`src/rtl/seq_pattern_pkg.sv`:
```
// Shared definitions for the framing-pattern generator and its downstream
// detector: pattern constants, controller state encoding and output bundle.
package seq_pattern_pkg;

  // Framing pattern shared by both ends of the link, transmitted MSB first.
  localparam int unsigned SEQ_PAT_LEN = 6;
  localparam logic [SEQ_PAT_LEN-1:0] SEQ_PATTERN = 6'b110101;

  // Default width of the repetition counter.
  localparam int unsigned SEQ_CNT_W = 8;

  // Width of the programmable idle gap between repetitions.
  localparam int unsigned SEQ_GAP_W = 4;

  // Controller state encoding (binary).
  localparam logic [1:0] ST_IDLE = 2'd0;
  localparam logic [1:0] ST_SEND = 2'd1;
  localparam logic [1:0] ST_GAP  = 2'd2;
  localparam logic [1:0] ST_DONE = 2'd3;

  // Registered output bundle presented to the detector / bench.
  typedef struct packed {
    logic out;
    logic valid;
    logic busy;
    logic done;
  } seq_out_t;

  // True while the controller is in the middle of a transmission.
  function automatic logic seq_is_active(input logic [1:0] state);
    return (state == ST_SEND) || (state == ST_GAP);
  endfunction

endpackage

```
`src/rtl/pattern_shift_reg.sv`:
```
// Parallel-load shift register that serialises the framing pattern MSB first.
// o_last flags that the bit currently on o_bit is the final bit of the pattern.
module pattern_shift_reg
  import seq_pattern_pkg::*;
#(
  parameter int unsigned PAT_LEN = SEQ_PAT_LEN,
  parameter logic [PAT_LEN-1:0] PATTERN = PAT_LEN'(SEQ_PATTERN)
) (
  input  logic clk,
  input  logic restn,
  input  logic i_load,
  input  logic i_shift,
  output logic o_bit,
  output logic o_last
);

  localparam int unsigned IDX_W = (PAT_LEN > 1) ? $clog2(PAT_LEN) : 1;
  localparam logic [IDX_W-1:0] IDX_TOP = IDX_W'(PAT_LEN - 1);

  logic [PAT_LEN-1:0] r_data;
  logic [IDX_W-1:0]   r_idx;

  // Load the pattern (load wins over shift so a repetition can restart on its last bit).
  always_ff @(posedge clk or negedge restn) begin
    if (!restn) begin
      r_data <= '0;
      r_idx  <= '0;
    end else if (i_load) begin
      r_data <= PATTERN;
      r_idx  <= IDX_TOP;
    end else if (i_shift) begin
      r_data <= {r_data[PAT_LEN-2:0], 1'b0};
      if (r_idx != '0) begin
        r_idx <= r_idx - 1'b1;
      end
    end
  end

  assign o_bit  = r_data[PAT_LEN-1];
  assign o_last = (r_idx == '0);

endmodule

```
`src/rtl/sequence_pattern_generator.sv`:
```
// Serial framing-pattern transmitter. On an accepted start it sends PATTERN
// repeat_cnt times, with gap_len idle bits between repetitions, then pulses done.
//
// state | meaning
// IDLE  | waiting for start with a non-zero repetition count
// SEND  | shifting pattern bits out, one per clock
// GAP   | idle bits between two repetitions (busy stays high)
// DONE  | single cycle that raises done, then back to IDLE
//
// All outputs are registered from the current state, so they trail the state
// register by one clock: a start taken at edge t shows its first bit after t+1.
module sequence_pattern_generator
  import seq_pattern_pkg::*;
#(
  parameter int unsigned PAT_LEN = SEQ_PAT_LEN,
  parameter logic [PAT_LEN-1:0] PATTERN = PAT_LEN'(SEQ_PATTERN),
  parameter int unsigned CNT_W = SEQ_CNT_W
) (
  input  logic                 clk,
  input  logic                 restn,
  input  logic                 start,
  input  logic [CNT_W-1:0]     repeat_cnt,
  input  logic [SEQ_GAP_W-1:0] gap_len,
  input  logic                 abort,
  output logic                 out,
  output logic                 valid,
  output logic                 busy,
  output logic                 done
);

  logic [1:0]           r_state;
  logic [CNT_W-1:0]     r_reps;
  logic [SEQ_GAP_W-1:0] r_gap_len;
  logic [SEQ_GAP_W-1:0] r_gap_cnt;
  seq_out_t             r_outs;

  logic [1:0]           w_state_nxt;
  logic [CNT_W-1:0]     w_reps_nxt;
  logic [SEQ_GAP_W-1:0] w_gap_len_nxt;
  logic [SEQ_GAP_W-1:0] w_gap_cnt_nxt;
  logic                 w_load;
  logic                 w_shift;
  logic                 w_bit;
  logic                 w_last;

  pattern_shift_reg #(
    .PAT_LEN (PAT_LEN),
    .PATTERN (PATTERN)
  ) u_shift (
    .clk     (clk),
    .restn   (restn),
    .i_load  (w_load),
    .i_shift (w_shift),
    .o_bit   (w_bit),
    .o_last  (w_last)
  );

  // Next-state, counter and shift-register control decode.
  always_comb begin
    w_state_nxt   = r_state;
    w_reps_nxt    = r_reps;
    w_gap_len_nxt = r_gap_len;
    w_gap_cnt_nxt = r_gap_cnt;
    w_load        = 1'b0;
    w_shift       = 1'b0;
    case (r_state)
      ST_IDLE: begin
        // A zero repetition count is a no-op request and is dropped here.
        if (start && (repeat_cnt != '0)) begin
          w_reps_nxt    = repeat_cnt;
          w_gap_len_nxt = gap_len;
          w_gap_cnt_nxt = '0;
          w_load        = 1'b1;
          w_state_nxt   = ST_SEND;
        end
      end
      ST_SEND: begin
        if (abort) begin
          w_reps_nxt    = '0;
          w_gap_cnt_nxt = '0;
          w_state_nxt   = ST_IDLE;
        end else begin
          w_shift = 1'b1;
          if (w_last) begin
            w_reps_nxt = r_reps - 1'b1;
            if (r_reps > CNT_W'(1)) begin
              if (r_gap_len != '0) begin
                // Down-counter terminates at zero, so preload gap_len-1.
                w_gap_cnt_nxt = r_gap_len - 1'b1;
                w_state_nxt   = ST_GAP;
              end else begin
                w_load = 1'b1;
              end
            end else begin
              w_state_nxt = ST_DONE;
            end
          end
        end
      end
      ST_GAP: begin
        if (abort) begin
          w_reps_nxt    = '0;
          w_gap_cnt_nxt = '0;
          w_state_nxt   = ST_IDLE;
        end else if (r_gap_cnt == '0) begin
          w_load      = 1'b1;
          w_state_nxt = ST_SEND;
        end else begin
          w_gap_cnt_nxt = r_gap_cnt - 1'b1;
        end
      end
      ST_DONE: begin
        w_state_nxt = ST_IDLE;
      end
      default: begin
        w_state_nxt = ST_IDLE;
      end
    endcase
  end

  // State and counter registers.
  always_ff @(posedge clk or negedge restn) begin
    if (!restn) begin
      r_state   <= ST_IDLE;
      r_reps    <= '0;
      r_gap_len <= '0;
      r_gap_cnt <= '0;
    end else begin
      r_state   <= w_state_nxt;
      r_reps    <= w_reps_nxt;
      r_gap_len <= w_gap_len_nxt;
      r_gap_cnt <= w_gap_cnt_nxt;
    end
  end

  // Glitch-free registered outputs decoded from the current state; out is gated by SEND.
  always_ff @(posedge clk or negedge restn) begin
    if (!restn) begin
      r_outs <= '0;
    end else begin
      r_outs.out   <= (r_state == ST_SEND) & w_bit;
      r_outs.valid <= (r_state == ST_SEND);
      r_outs.busy  <= seq_is_active(r_state);
      r_outs.done  <= (r_state == ST_DONE);
    end
  end

  assign out   = r_outs.out;
  assign valid = r_outs.valid;
  assign busy  = r_outs.busy;
  assign done  = r_outs.done;

endmodule

```
`config.mk`:
```
export PLATFORM = sky130hd
export DESIGN_NAME = sequence_pattern_generator
export DESIGN_NICKNAME = d
export VERILOG_FILES = /design/src/rtl/seq_pattern_pkg.sv /design/src/rtl/pattern_shift_reg.sv /design/src/rtl/sequence_pattern_generator.sv
export SDC_FILE = /design/constraint.sdc
export NUM_CORES = 1
export LEC_CHECK = 0
export BUFFER_PORTS_ARGS = -buffer_cell sky130_fd_sc_hd__buf_4
export CORE_MARGIN = 4
export CORE_UTILIZATION = 51
export CTS_BUF_LIST = sky130_fd_sc_hd__clkbuf_4
export DETAILED_ROUTE_END_ITERATION = 7
export PLACE_DENSITY = 0.82
export RECOVER_POWER = 100
export SYNTH_ARGS = -nofsm -noshare
export SYNTH_HDL_FRONTEND = slang
export SYNTH_HIERARCHICAL = 1
export SYNTH_SLANG_ARGS = --single-unit
```
`constraint.sdc`:
```
create_clock -name clk -period 3.09 [get_ports clk]
set_input_delay 0.1545 -clock clk [delete_from_list [all_inputs] [get_ports clk]]
set_output_delay 0.1545 -clock clk [all_outputs]
set_load 0.02 [all_outputs]
```
---- Word level (Yosys, flattened, before mapping) ----
Index checks and enable logic that the tools add are counted.
operators by class
  bitwise operators ....................... 1
  magnitude comparators ................... 1
  add/sub/neg operators ................... 4
  reductions and logical operators ........ 16
  equal/unequal tests ..................... 11
  mux-type cells .......................... 36
operator list
  kind                   number
  $mux W8                4
  $mux W4                7
  $pmux W8 S3            1
  $mux W2                7
  $mux W6                2
  $ne A3 B3 Y1 const B   4
  $pmux W4 S3            1
  $mux W1                9
  $mux W3                3
  $gt A8 B1 Y1 const B   1
  $pmux W2 S4            1
  $reduce_and A4 Y1      2
  $reduce_bool A8 Y1     1
  $sub A4 B1 Y4 const B  2
  $sub A8 B1 Y8 const B  1
  $reduce_and A6 Y1      1
  $reduce_bool A3 Y1     2
  $eq A2 B2 Y1 const B   2
  $logic_not A4 Y1       1
  $ne A2 B2 Y1 const B   2
  $ne A4 B4 Y1 const B   1
  $reduce_and A2 Y1      2
  $reduce_bool A2 Y1     2
  $reduce_bool A4 Y1     1
  other kinds (9)        9
storage, ports and cells
  word-level logic and storage cells ...... 79
  output and inout bits ................... 4
  input bits .............................. 16
  register bits after elaboration ......... 31

---- Longest topological paths before layout ----
Gate-level depths: netlist of the first run.
  depth in word-level cells ............... 8
  depth in mapped cells ................... 10
  mapped depth without buffers ............ 9

---- Cells and area by module ----
The synthesis of the first run kept the hierarchy.
by module, submodules not included
  module                      area an instance (um^2)  cells each  instances  seq. area each (um^2)
  sequence_pattern_generator  1378.8                   140         1          550.5
  pattern_shift_reg           422.9                    37          1          225.2

---- Least setup slack after synthesis of the first run ----
No wires, ideal clock.
  path kind ............................... register to register
  start point ............................. register r_state[1]
  end point ............................... register u_shift.r_idx[0]
  stages on the path, launching flop included .. 9
  library setup time ...................... 0.065 ns
  data arrival time ....................... 1.936 ns
  clock period less this slack ............ 2.000 ns
  path slack .............................. 1.090 ns
  required time ........................... 3.025 ns
  path buffers ............................ 1
  cell sequence ........................... dfrtp_1 > inv_1 > ha_1 > or2b_4 > nor4b_2 > o311ai_0 > a31oi_1 > clkbuf_1 > or3_1
between the ends
  cells in the longest elaborated chain, start to end .. 4
  elaborated cells on any way between the ends .. 9
  those cells by class .................... 2 x eq/ne; 3 x mux; 4 x reduce/logical
ends and longest elaborated chain
  item                                  line                               RTL
  start: declaration                    sequence_pattern_generator.sv:31   logic [1:0] r_state;
  start signal: assignment              sequence_pattern_generator.sv:129  r_state <= w_state_nxt;
  $eq A2 B2 Y1 (tied with other cells)  sequence_pattern_generator.sv:66   case (r_state)
  $pmux W1 S3 *                         sequence_pattern_generator.sv:66
  net w_load                            sequence_pattern_generator.sv:41   logic w_load;
  $reduce_bool A2 Y1 (no source line)   n/a
  $reduce_and A2 Y1 (no source line)    n/a
  end signal: assignment                pattern_shift_reg.sv:34            r_idx <= r_idx - 1'b1;
  end: declaration                      pattern_shift_reg.sv:21            logic [IDX_W-1:0] r_idx;
Mark *: on every way through the listed nets, which the timed path passes. The rest lies on a longest branch.
A chain may end at the register's enable or synchronous reset.

---- Worst setup path after layout of the first run ----
Ends and elaborated chain as after synthesis.

==> results.yml, run 1 <==
synth:
  synth_warnings: 6
  netlist_area_sq_mm: 0.001802
  synthFlopType: "dfrtp_1"
  synth.area.top_cells: "dfrtp_1 43%, ha_1 8.3%, a21oi_1 2.8%"
  yosysTopAreaCell: "dfrtp_1"
  syn_avg_cell_area_sq_um: 10.18
  async_reset_ff_frac: 1.000
  synth-seq-cells: 31
  synth_edf_count: 0
  syn_nets: 205
  synth_cell_types: 48
  seq_area_frac_synth: 0.4306
  synth_top_area_frac: 0.4306
  syn_inst: 177
timing:
  setup_viol: 0
  hold_viol: 0
  rsz0062_at_grt: "no"
  fin_crit_sh: 0.8489
  fin_hold_ws_ns: 0.03772
  max-slew-margin-rel: -0.09005
  slew_viol_final: 32
  timing.final.crit_period_ns: 2.623
  fin_skew_ns: 0.01084
  fin_tns_setup_ns: 0
  fmaxAchievable_ghz: 0.3812
  tightest_slew_ns: 1.635
  post-route-worst-setup-slack_ns: 0.4668
routing:
  wire_per_inst_um: 13.81
  drtIter0Drc: 78
  drt_first_pass_iters: 4
  drt_wl_total_mm: 3.410
  vias_per_cell: 5.547
  num_vias: 1370
  drtAntennaViolNets: 0
  post-route-drc-count: 0
placement:
  portBuffers: 19
  dp_slack_ns: 0.6952
  dpl_cell_area_sq_mm: 0.001977
  dp.cells: 238
  gp_congestion: 0.8228
  dp_hpwl_mm: 2.508
run:
  cap_violations: 1
critical_path:
  path_max_fanout: 9
  cp.required_ns: 3.39
  endpoint_kind: "flip-flop"
  arrival_ns: 2.92
  startpoint_type: "flip-flop"
  critPathKind: "flip-flop to flip-flop"
cts:
  ctsRootBufferMaster: "clkbuf_4"
  cts_tree: "done"
  cts_buffers: 5
  cts.htree.levels: 2
  clk_path_buf_depth: 2
  cts.sinks: 31
  clk_pin_slew_ns: 0.11
  clkLatencyLatePin_ns: 0.35
global_route:
  grt_start_max_net_pins: 32
  track_usage: 0.1739
  grt.overflow.total: 0
  antenna_found_initial: 0
  grt_pass1_wl_mm: 5.733
  first_global_vias: 1262
floorplanning:
  coreArea_sq_mm: 0.003363
  start_util: 0.5357
  io_pins: 20
  die_area_sq_mm: 0.004547
  rows: 21
  die_y_um: 67.44
  die_w_um: 67.44
outcome:
  violations: "capacitance limit, slew limit"
  status: "complete, but fails checks"
cells_and_area:
  fin_nets: 228
  fin_area_sq_mm: 0.002013
  n_antenna_cell: 0
  area.growth.synth_to_final_pct: 11.74
  final_cells: 247
  drive_above_1_share: 0.1791
hold_path:
  hp-class: "input port to flip-flop"
pwr:
  p_leak_nw: 0.9179
  ir_worst_vdd_mv: 0.4738
  powerDensity_mw_per_mm2: 948.0
==> final cells by class <==
| cell class | count | area (sq um) |
|---|---|---|
| repair buffers | 20 | 133.9 |
| clock buffers | 5 | 37.54 |
| well taps | 46 | 57.56 |
| clock inverters | 3 | 38.79 |
| flip-flops and latches | 31 | 775.7 |
| inverters | 15 | 56.30 |
| fillers | 308 | 1350 |
| multi-input cells | 127 | 913.4 |
==> placed cells by master (no fill, tap or decap), drive strengths merged, types with 2 or more instances in the layout <==
cell type / synthesis / routed
a22oi: 2 / 2
a211o: 4 / 4
a21oi: 10 / 10
nand2: 7 / 7
o21ai: 13 / 13
o31ai: 3 / 3
clkinv: 1 / 3
ha: 12 / 12
mux2: 7 / 7
o22ai: 3 / 3
nor2b: 2 / 2
nand3: 5 / 5
and2: 4 / 4
dfrtp: 31 / 31
xnor2: 3 / 3
nand3b: 2 / 2
clkbuf: 1 / 10
mux2i: 4 / 4
nor3: 9 / 9
inv: 14 / 14
nor4: 3 / 3
or3: 4 / 4
buf: 3 / 14
nor3b: 2 / 2
nor2: 14 / 14
nor4b: 2 / 2
==> worst paths after layout <==
check,startpoint,endpoint,slack [ns],cells after the start
setup / recovery,r_state[1],u_shift/r_idx[0],0.47,7
hold / removal,gap_len[2],r_gap_len[2],0.04,2
setup reg to reg,r_state[1],u_shift/r_idx[0],0.47,7
hold reg to reg,u_shift/r_data[0],u_shift/r_data[0],0.49,1
max in group asynchronous,restn,r_state[1],1.39,2
min in group asynchronous,restn,out,0.75,2
==> kinds of logic (layout without fill, tap and decap cells) <==
family          Yosys count  in the layout  share of synthesized area
simple gates             57             57                     0.1958
compound gates           44             44                     0.1583
flops                    31             31                     0.4306
buf+inv                  19             43                    0.04513
fa+ha+maj                12             12                    0.08333
mux                      11             11                    0.07222
xor+xnor                  3              3                    0.01459
==> synthesized netlist by cell type (2+ instances only) <==
master,count
buf_2,2
o21ai_1,8
nor2_1,13
mux2i_1,4
or3_1,2
xnor2_1,3
a22oi_1,2
mux2_2,4
nor3b_1,2
nor4_1,2
nor3_1,8
a211o_1,3
o31ai_1,3
o22ai_1,3
nand2_1,7
mux2_4,3
nor2b_1,2
nand3b_1,2
ha_1,12
inv_1,11
and2_1,4
dfrtp_1,31
nand3_1,5
a21oi_1,10
inv_2,3
o21ai_0,5
or3_4,2
==> worst max-delay path, stage by stage, from the launching register on <==
cell	delay, ns
dfrtp_1	0.41
inv_1	0.12
ha_1	0.20
or2b_1	0.35
nor4b_1	0.49
o311ai_0	0.23
a31oi_1	0.56
or3_1	0.21
==> registers in the layout (all words and copies together), names as in the netlist <==
register,cells
busy,1
r_gap_cnt,4
r_gap_len,4
u_shift/r_idx,3
valid,1
u_shift/r_data,6
done,1
r_reps,8
out,1
r_state,2
==> stage by stage <==
| stage | utilization | power [mW] |
|---|---|---|
| 2_1_floorplan | - | 1.454 |
| 3_3_place_gp | 0.5878 | 1.642 |
| 3_5_place_dp | 0.5878 | 1.663 |
| 4_1_cts | 0.6135 | 1.986 |
| 5_1_grt | 0.5986 | 2.078 |
| 6_report | 0.5986 | 1.909 |
==> where the power goes <==
part | internal, mW | total [mW] | switching (mW)
logic | 0.386 | 0.902 | 0.516
registers | 0.574 | 0.689 | 0.115
clock network | 0.166 | 0.317 | 0.151
total | 1.13 | 1.91 | 0.783
==> metal layers <==
metal	vias up	GRT usage	share of wire
met1	647	0.2266	0.47
li1	678	-	-
met3	8	0.05990	0.057
met4	0	0.07848	0.020
met5	-	0	0
met2	37	0.2601	0.45
==> timing repair <==
item	in CTS	in global routing
endpoints found under the hold margin	31	0
setup buffers	0	0
gates resized for setup	0	0
hold buffers	1	0
Note: power is estimated with default switching activity, not from simulation.
==> run 2, diff against run 1 <==
Settings changed: ABC_AREA set to 1, PLACE_DENSITY 0.82 to 0.84.
Clock period 3.09 ns to 2.1 ns, I/O delays scaled along.
==> results.yml, run 2 <==
outcome:
  status: "completed"
global_route:
  antenna_found_initial: 0
  grt.overflow.total: 0
  first_global_vias: 1647
  track_usage: 0.1777
  grt_pass1_wl_mm: 7.245
  grt_start_max_net_pins: 32
cells_and_area:
  multi_input_area_sq_mm: 0.001094
  final_cell_mix: "74 x nand2_1, 30 x inv_1, 30 x dfrtp_1"
  fin_util: 0.6126
  fin_area_sq_mm: 0.002293
  final_common_cell: "nand2_1"
  final_cells: 341
  n_antenna_cell: 0
  reg_top3: "r_reps: 8 flops, u_shift/r_data: 6 flops"
  max_flop_register: "r_reps"
  seq_area_sq_um: 777.0
  fill_cells: 340
  area.growth.synth_to_final_pct: 13.15
  drive_above_1_share: 0.2287
  largest_register_ffs: 8
  fin_nets: 321
timing:
  setup_viol: 0
  post-route-worst-setup-slack_ns: 0.1382
  hold_viol: 0
  fin_crit_sh: 0.9342
  fmaxAchievable_ghz: 0.5097
  fin_hold_ws_ns: 0.02133
  fin_skew_ns: 0.005557
  tightest_slew_ns: 0.7620
  timing.final.crit_period_ns: 1.962
  max-slew-margin-rel: 0.4920
  fin_tns_setup_ns: 0
  slew_viol_final: 0
critical_path:
  slowest_delay_ns: 0.46
  startpoint_type: "flip-flop"
  critPathKind: "flip-flop to flip-flop"
  critPathTopFamily: "buffers and inverters"
  reg2reg_to: "r_reps[5]"
  path_max_fanout: 10
  crit_top_cell: "nand2_1"
  cp.required_ns: 2.33
  critPathSlowestCell: "dfrtp_1"
  arrival_ns: 2.20
  r2r_setup_slack_ns: 0.14
  path_buf_inv: 3
  crit_chain: "inv_1 -> ha_1 -> inv_1 -> nor2_4 -> inv_1 -> nor2_1 -> nand2_1 -> nand2_1 -> nand2_1 -> nand2_1"
  endpoint_kind: "flip-flop"
  r2r-start: "r_state[0]"
  reg2reg_depth: 10
synth:
  synthTopCellsByCount: "73 x nand2_1, 31 x dfrtp_1, 31 x inv_1"
  synth.area.top_cells: "dfrtp_1 38%, nand2_1 14%, ha_1 7.4%"
  synth_warnings: 6
  yosys.area_share.simple: 0.3420
  synth-seq-cells: 31
  synthFlopType: "dfrtp_1"
  yosysTopAreaCell: "dfrtp_1"
  syn_nets: 290
  synth_top_family_by_area: "simple AND/OR/NAND/NOR gates"
  synth_cell_types: 29
  syn_avg_cell_area_sq_um: 7.736
  synth_edf_count: 0
  synth_compound_area_frac: 0.1025
  async_reset_ff_frac: 1.000
  synth-xor-area-share: 0.01728
  synth_top_area_frac: 0.3827
  synth_fa_ha_area_frac: 0.07407
  netlist_area_sq_mm: 0.002027
  yosys.cell_count.top_type: "nand2_1"
  synthMuxAreaShare: 0
  seq_area_frac_synth: 0.3827
  syn_inst: 262
cts:
  cts_buffers: 5
  ctsRootBufferMaster: "clkbuf_4"
  clk_path_buf_depth: 2
  cts.sinks: 31
  cts.htree.levels: 2
  clk_pin_slew_ns: 0.09
  cts_tree: "done"
  clkLatencyLatePin_ns: 0.34
pwr:
  ir_worst_vdd_mv: 0.6006
  powerDensity_mw_per_mm2: 1508
  p_leak_nw: 1.189
  power_mw: 3.458
routing:
  wire_per_inst_um: 12.11
  drt_wl_total_mm: 4.128
  num_vias: 1745
  drtIter0Drc: 126
  drt_first_pass_iters: 4
  drtAntennaViolNets: 0
  vias_per_cell: 5.117
  post-route-drc-count: 0
hold_path:
  min_from: "gap_len[3]"
  holdPathEnd: "r_gap_len[3]"
  hold_path_depth: 3
  hp-class: "input port to flip-flop"
placement:
  portBuffers: 19
  dpl_cell_area_sq_mm: 0.002225
  gp_congestion: 0.8981
  dp_hpwl_mm: 3.092
  dp.cells: 330
  dp_slack_ns: 0.06646
floorplanning:
  die_w_um: 71.04
  start_util: 0.5414
  die_y_um: 71.04
  coreArea_sq_mm: 0.003744
  io_pins: 20
  rows: 22
  die_area_sq_mm: 0.005047
run:
  cap_violations: 0
-- run 2: cell types whose count changed after synthesis, sizes merged, moves of 3 or more --
cell and delta:
mux2i -4, nand3 +17, a211o -4, nor3 -7, o21ai -4, nand2 +78, o31ai -3, inv +24
or3 -4, nor4 -3, and2 -4, nor2 +22, mux2 -7
-- run 2: power by group --
part / total [mW] / switching (mW) / internal [mW]
clock network: 0.322 / 0.204 / 0.118
registers: 1.08 / 0.219 / 0.865
logic: 2.05 / 1.30 / 0.747
total: 3.46 / 1.73 / 1.73
-- run 2: cells by family (layout without fill, tap and decap cells) --
group                      Yosys count  after routing
and+or+nand+nor                    146            146
buffers and inverters               39             70
DFF                                 31             31
AOI/OAI and AO/OA                   30             30
adders and majority gates           12             12
xor gates and xnor gates             4              4
-- run 2: worst register-to-register path, stage by stage (launching register included) --
cell     delay [ns]
dfrtp_1        0.46
inv_1          0.12
ha_1           0.36
inv_1          0.32
nor2_4         0.10
inv_1          0.20
nor2_1         0.08
nand2_1        0.07
nand2_1        0.05
nand2_1        0.06
nand2_1        0.04
-- run 2: worst max-delay path by stage --
stage	slack [ns]	startpoint	end	depth (start not counted)
after floorplan	0.14	r_state[1]	u_shift/r_idx[0]	15
after global placement	0.17	r_state[1]	u_shift/r_idx[1]	15
after detailed placement	0.07	r_reps[0]	u_shift/r_idx[1]	14
after CTS	0.04	r_reps[0]	u_shift/r_idx[1]	14
after global routing	-0.02	r_gap_len[0]	u_shift/r_idx[0]	15
final	0.14	r_state[0]	r_reps[5]	10
-- run 2: per-layer routing --
metal	track usage	vias to the layer above	routed length (um)
li1	-	889	-
met1	0.2310	818	1894
met2	0.2812	28	1959
met3	0.04972	10	192
met4	0.06681	0	82
met5	0	-	0
-- run 2: timing repair --
action                                  in CTS  in global routing
endpoints found under the setup margin       0                  8
resized for setup                            0                  7
setup buffers                                0                  2
hold buffers                                 1                  1
endpoints found under the hold margin       31                  1
-- run 2: cell type report --
type | count | area share
inverter | 38 | 0.06328
timing repair buffer | 25 | 0.07474
clock buffer | 5 | 0.01637
sequential | 31 | 0.3388
clock inverter | 2 | 0.003819
multi-input combinational | 192 | 0.4768
tap | 48 | 0.02619
==> run 3, diff against run 2 <==
Settings changed: ABC_AREA 1 to unset, ABC_CLOCK_PERIOD_IN_PS set to 2100, PLACE_DENSITY 0.84 to 0.85.
==> results.yml, run 3 (synthesized netlist as in run 1, its figures left out) <==
outcome:
  status: "complete, but fails checks"
  violations: "capacitance limit, slew limit"
floorplanning:
  die_w_um: 67.44
  die_area_sq_mm: 0.004547
  start_util: 0.5357
  rows: 21
  die_y_um: 67.44
  io_pins: 20
  coreArea_sq_mm: 0.003363
routing:
  wl_met3_um: 189
  wire_per_inst_um: 14.03
  post-route-drc-count: 0
  drt_first_pass_iters: 4
  drt_wl_total_mm: 3.648
  drtAntennaViolNets: 0
  wl_met1_mm: 1.572
  num_vias: 1442
  drtIter0Drc: 36
  vias_per_cell: 5.546
  route.met2.wl_mm: 1.828
  top_layer: "met4"
timing:
  fin_hold_ws_ns: 0.07066
  post-route-worst-setup-slack_ns: 0.1191
  hold_viol: 0
  rsz0062_at_grt: "no"
  fmaxAchievable_ghz: 0.5048
  slew_viol_final: 32
  max-slew-margin-rel: -0.06786
  timing.final.crit_period_ns: 1.981
  fin_crit_sh: 0.9433
  fin_skew_ns: 0.008354
  tightest_slew_ns: 1.602
  setup_viol: 0
  fin_tns_setup_ns: 0
run:
  cap_violations: 1
cells_and_area:
  final_cells: 260
  max_flop_register: "r_reps"
  final_common_cell: "dfrtp_1"
  n_antenna_cell: 0
  fin_util: 0.6339
  fin_nets: 241
  drive_above_1_share: 0.2290
  final_cell_mix: "31 x dfrtp_1, 20 x buf_4, 12 x inv_1, 12 x nor2_1, 12 x ha_1"
  largest_register_ffs: 8
  area.growth.synth_to_final_pct: 18.33
  fill_cells: 310
  reg_top3: "r_reps: 8 flops, u_shift/r_data: 6 flops"
placement:
  dp_hpwl_mm: 2.796
  portBuffers: 19
  gp_congestion: 0.8784
  dp_slack_ns: 0.05865
  dp.cells: 247
cts:
  cts_tree: "done"
  cts_buffers: 5
  clk_path_buf_depth: 2
  cts.htree.levels: 2
  clkLatencyLatePin_ns: 0.33
  cts.sinks: 31
  ctsRootBufferMaster: "clkbuf_4"
  clk_pin_slew_ns: 0.09
global_route:
  grt_start_max_net_pins: 32
  track_usage: 0.1856
  first_global_vias: 1439
  grt.overflow.total: 0
  grt_pass1_wl_mm: 6.341
  antenna_found_initial: 0
pwr:
  swShare: 0.4163
  power_switching_mw: 1.201
  ir_worst_vdd_mv: 0.7329
  p_clk_frac: 0.115
  powerDensity_mw_per_mm2: 1353
  p_comb_frac: 0.527
  p_seq_frac: 0.357
  p_leak_nw: 0.9693
  p_int_mw: 1.683
hold_path:
  min_from: "repeat_cnt[3]"
  hp-class: "input port to flip-flop"
critical_path:
  startpoint_type: "flip-flop"
  r2r-start: "r_state[0]"
  crit_start: "r_state[0]"
  endpoint_kind: "flip-flop"
  cp.required_ns: 2.32
  critPathKind: "flip-flop to flip-flop"
  arrival_ns: 2.20
  path_max_fanout: 4
-- run 3: layout make-up --
class                           count  area [sq um]  share of cell area
Multi-Input combinational cell    127         955.9              0.4484
Inverter                           15         56.30             0.02641
Clock buffer                        6         45.04             0.02113
Tap cell                           46         57.56             0.02700
Clock inverter                      2         7.507            0.003521
Timing Repair Buffer               33         234.0              0.1097
Sequential cell                    31         775.7              0.3639
-- run 3: worst max-delay path: stages (launching register included) --
cell	delay (ns)
dfrtp_1	0.40
inv_1	0.11
ha_1	0.21
nor2b_1	0.14
and3_1	0.16
or3_4	0.39
nor2_4	0.14
mux2_4	0.31
-- run 3: metrics by stage --
stage	total power [mW]	instance area (sq um)
floorplan	2.140	1802
global placement	2.526	2044
detailed placement	2.586	2044
CTS	2.932	2147
global route	3.127	2132
finish	2.884	2132
-- run 3: timing repair --
action,4_1_cts,5_1_grt
setup endpoints to repair,0,13
endpoints found under the hold margin,35,0
hold buffers,5,0
setup buffers,0,0
gates resized for setup,0,4
-- run 3: path summary, 6_finish.rpt --
kind | endpoint | slack [ns] | cells after the start
max in group asynchronous | r_reps[4] | 0.47 | 2
min in group asynchronous | r_gap_len[0] | 0.70 | 2
hold reg to reg | u_shift/r_data[0] | 0.49 | 1
setup reg to reg | r_gap_cnt[0] | 0.12 | 7
hold / removal | r_reps[3] | 0.07 | 3
setup / recovery | r_gap_cnt[0] | 0.12 | 7
-- run 3: power by group through the flow --
stage | Sequential [mW] | Clock [mW] | Combinational, mW
after CTS | 1.03 | 0.341 | 1.56
after detailed placement | 1.04 | 0 | 1.55
after floorplan | 1.03 | 0 | 1.11
after global placement | 1.02 | 0 | 1.50
final | 1.03 | 0.333 | 1.52
after global routing | 1.06 | 0.372 | 1.69
-- run 3: layer usage --
layer	up-vias	track usage
met4	0	0.06076
met1	686	0.2300
li1	711	-
met2	38	0.3166
met5	-	0
met3	7	0.04493
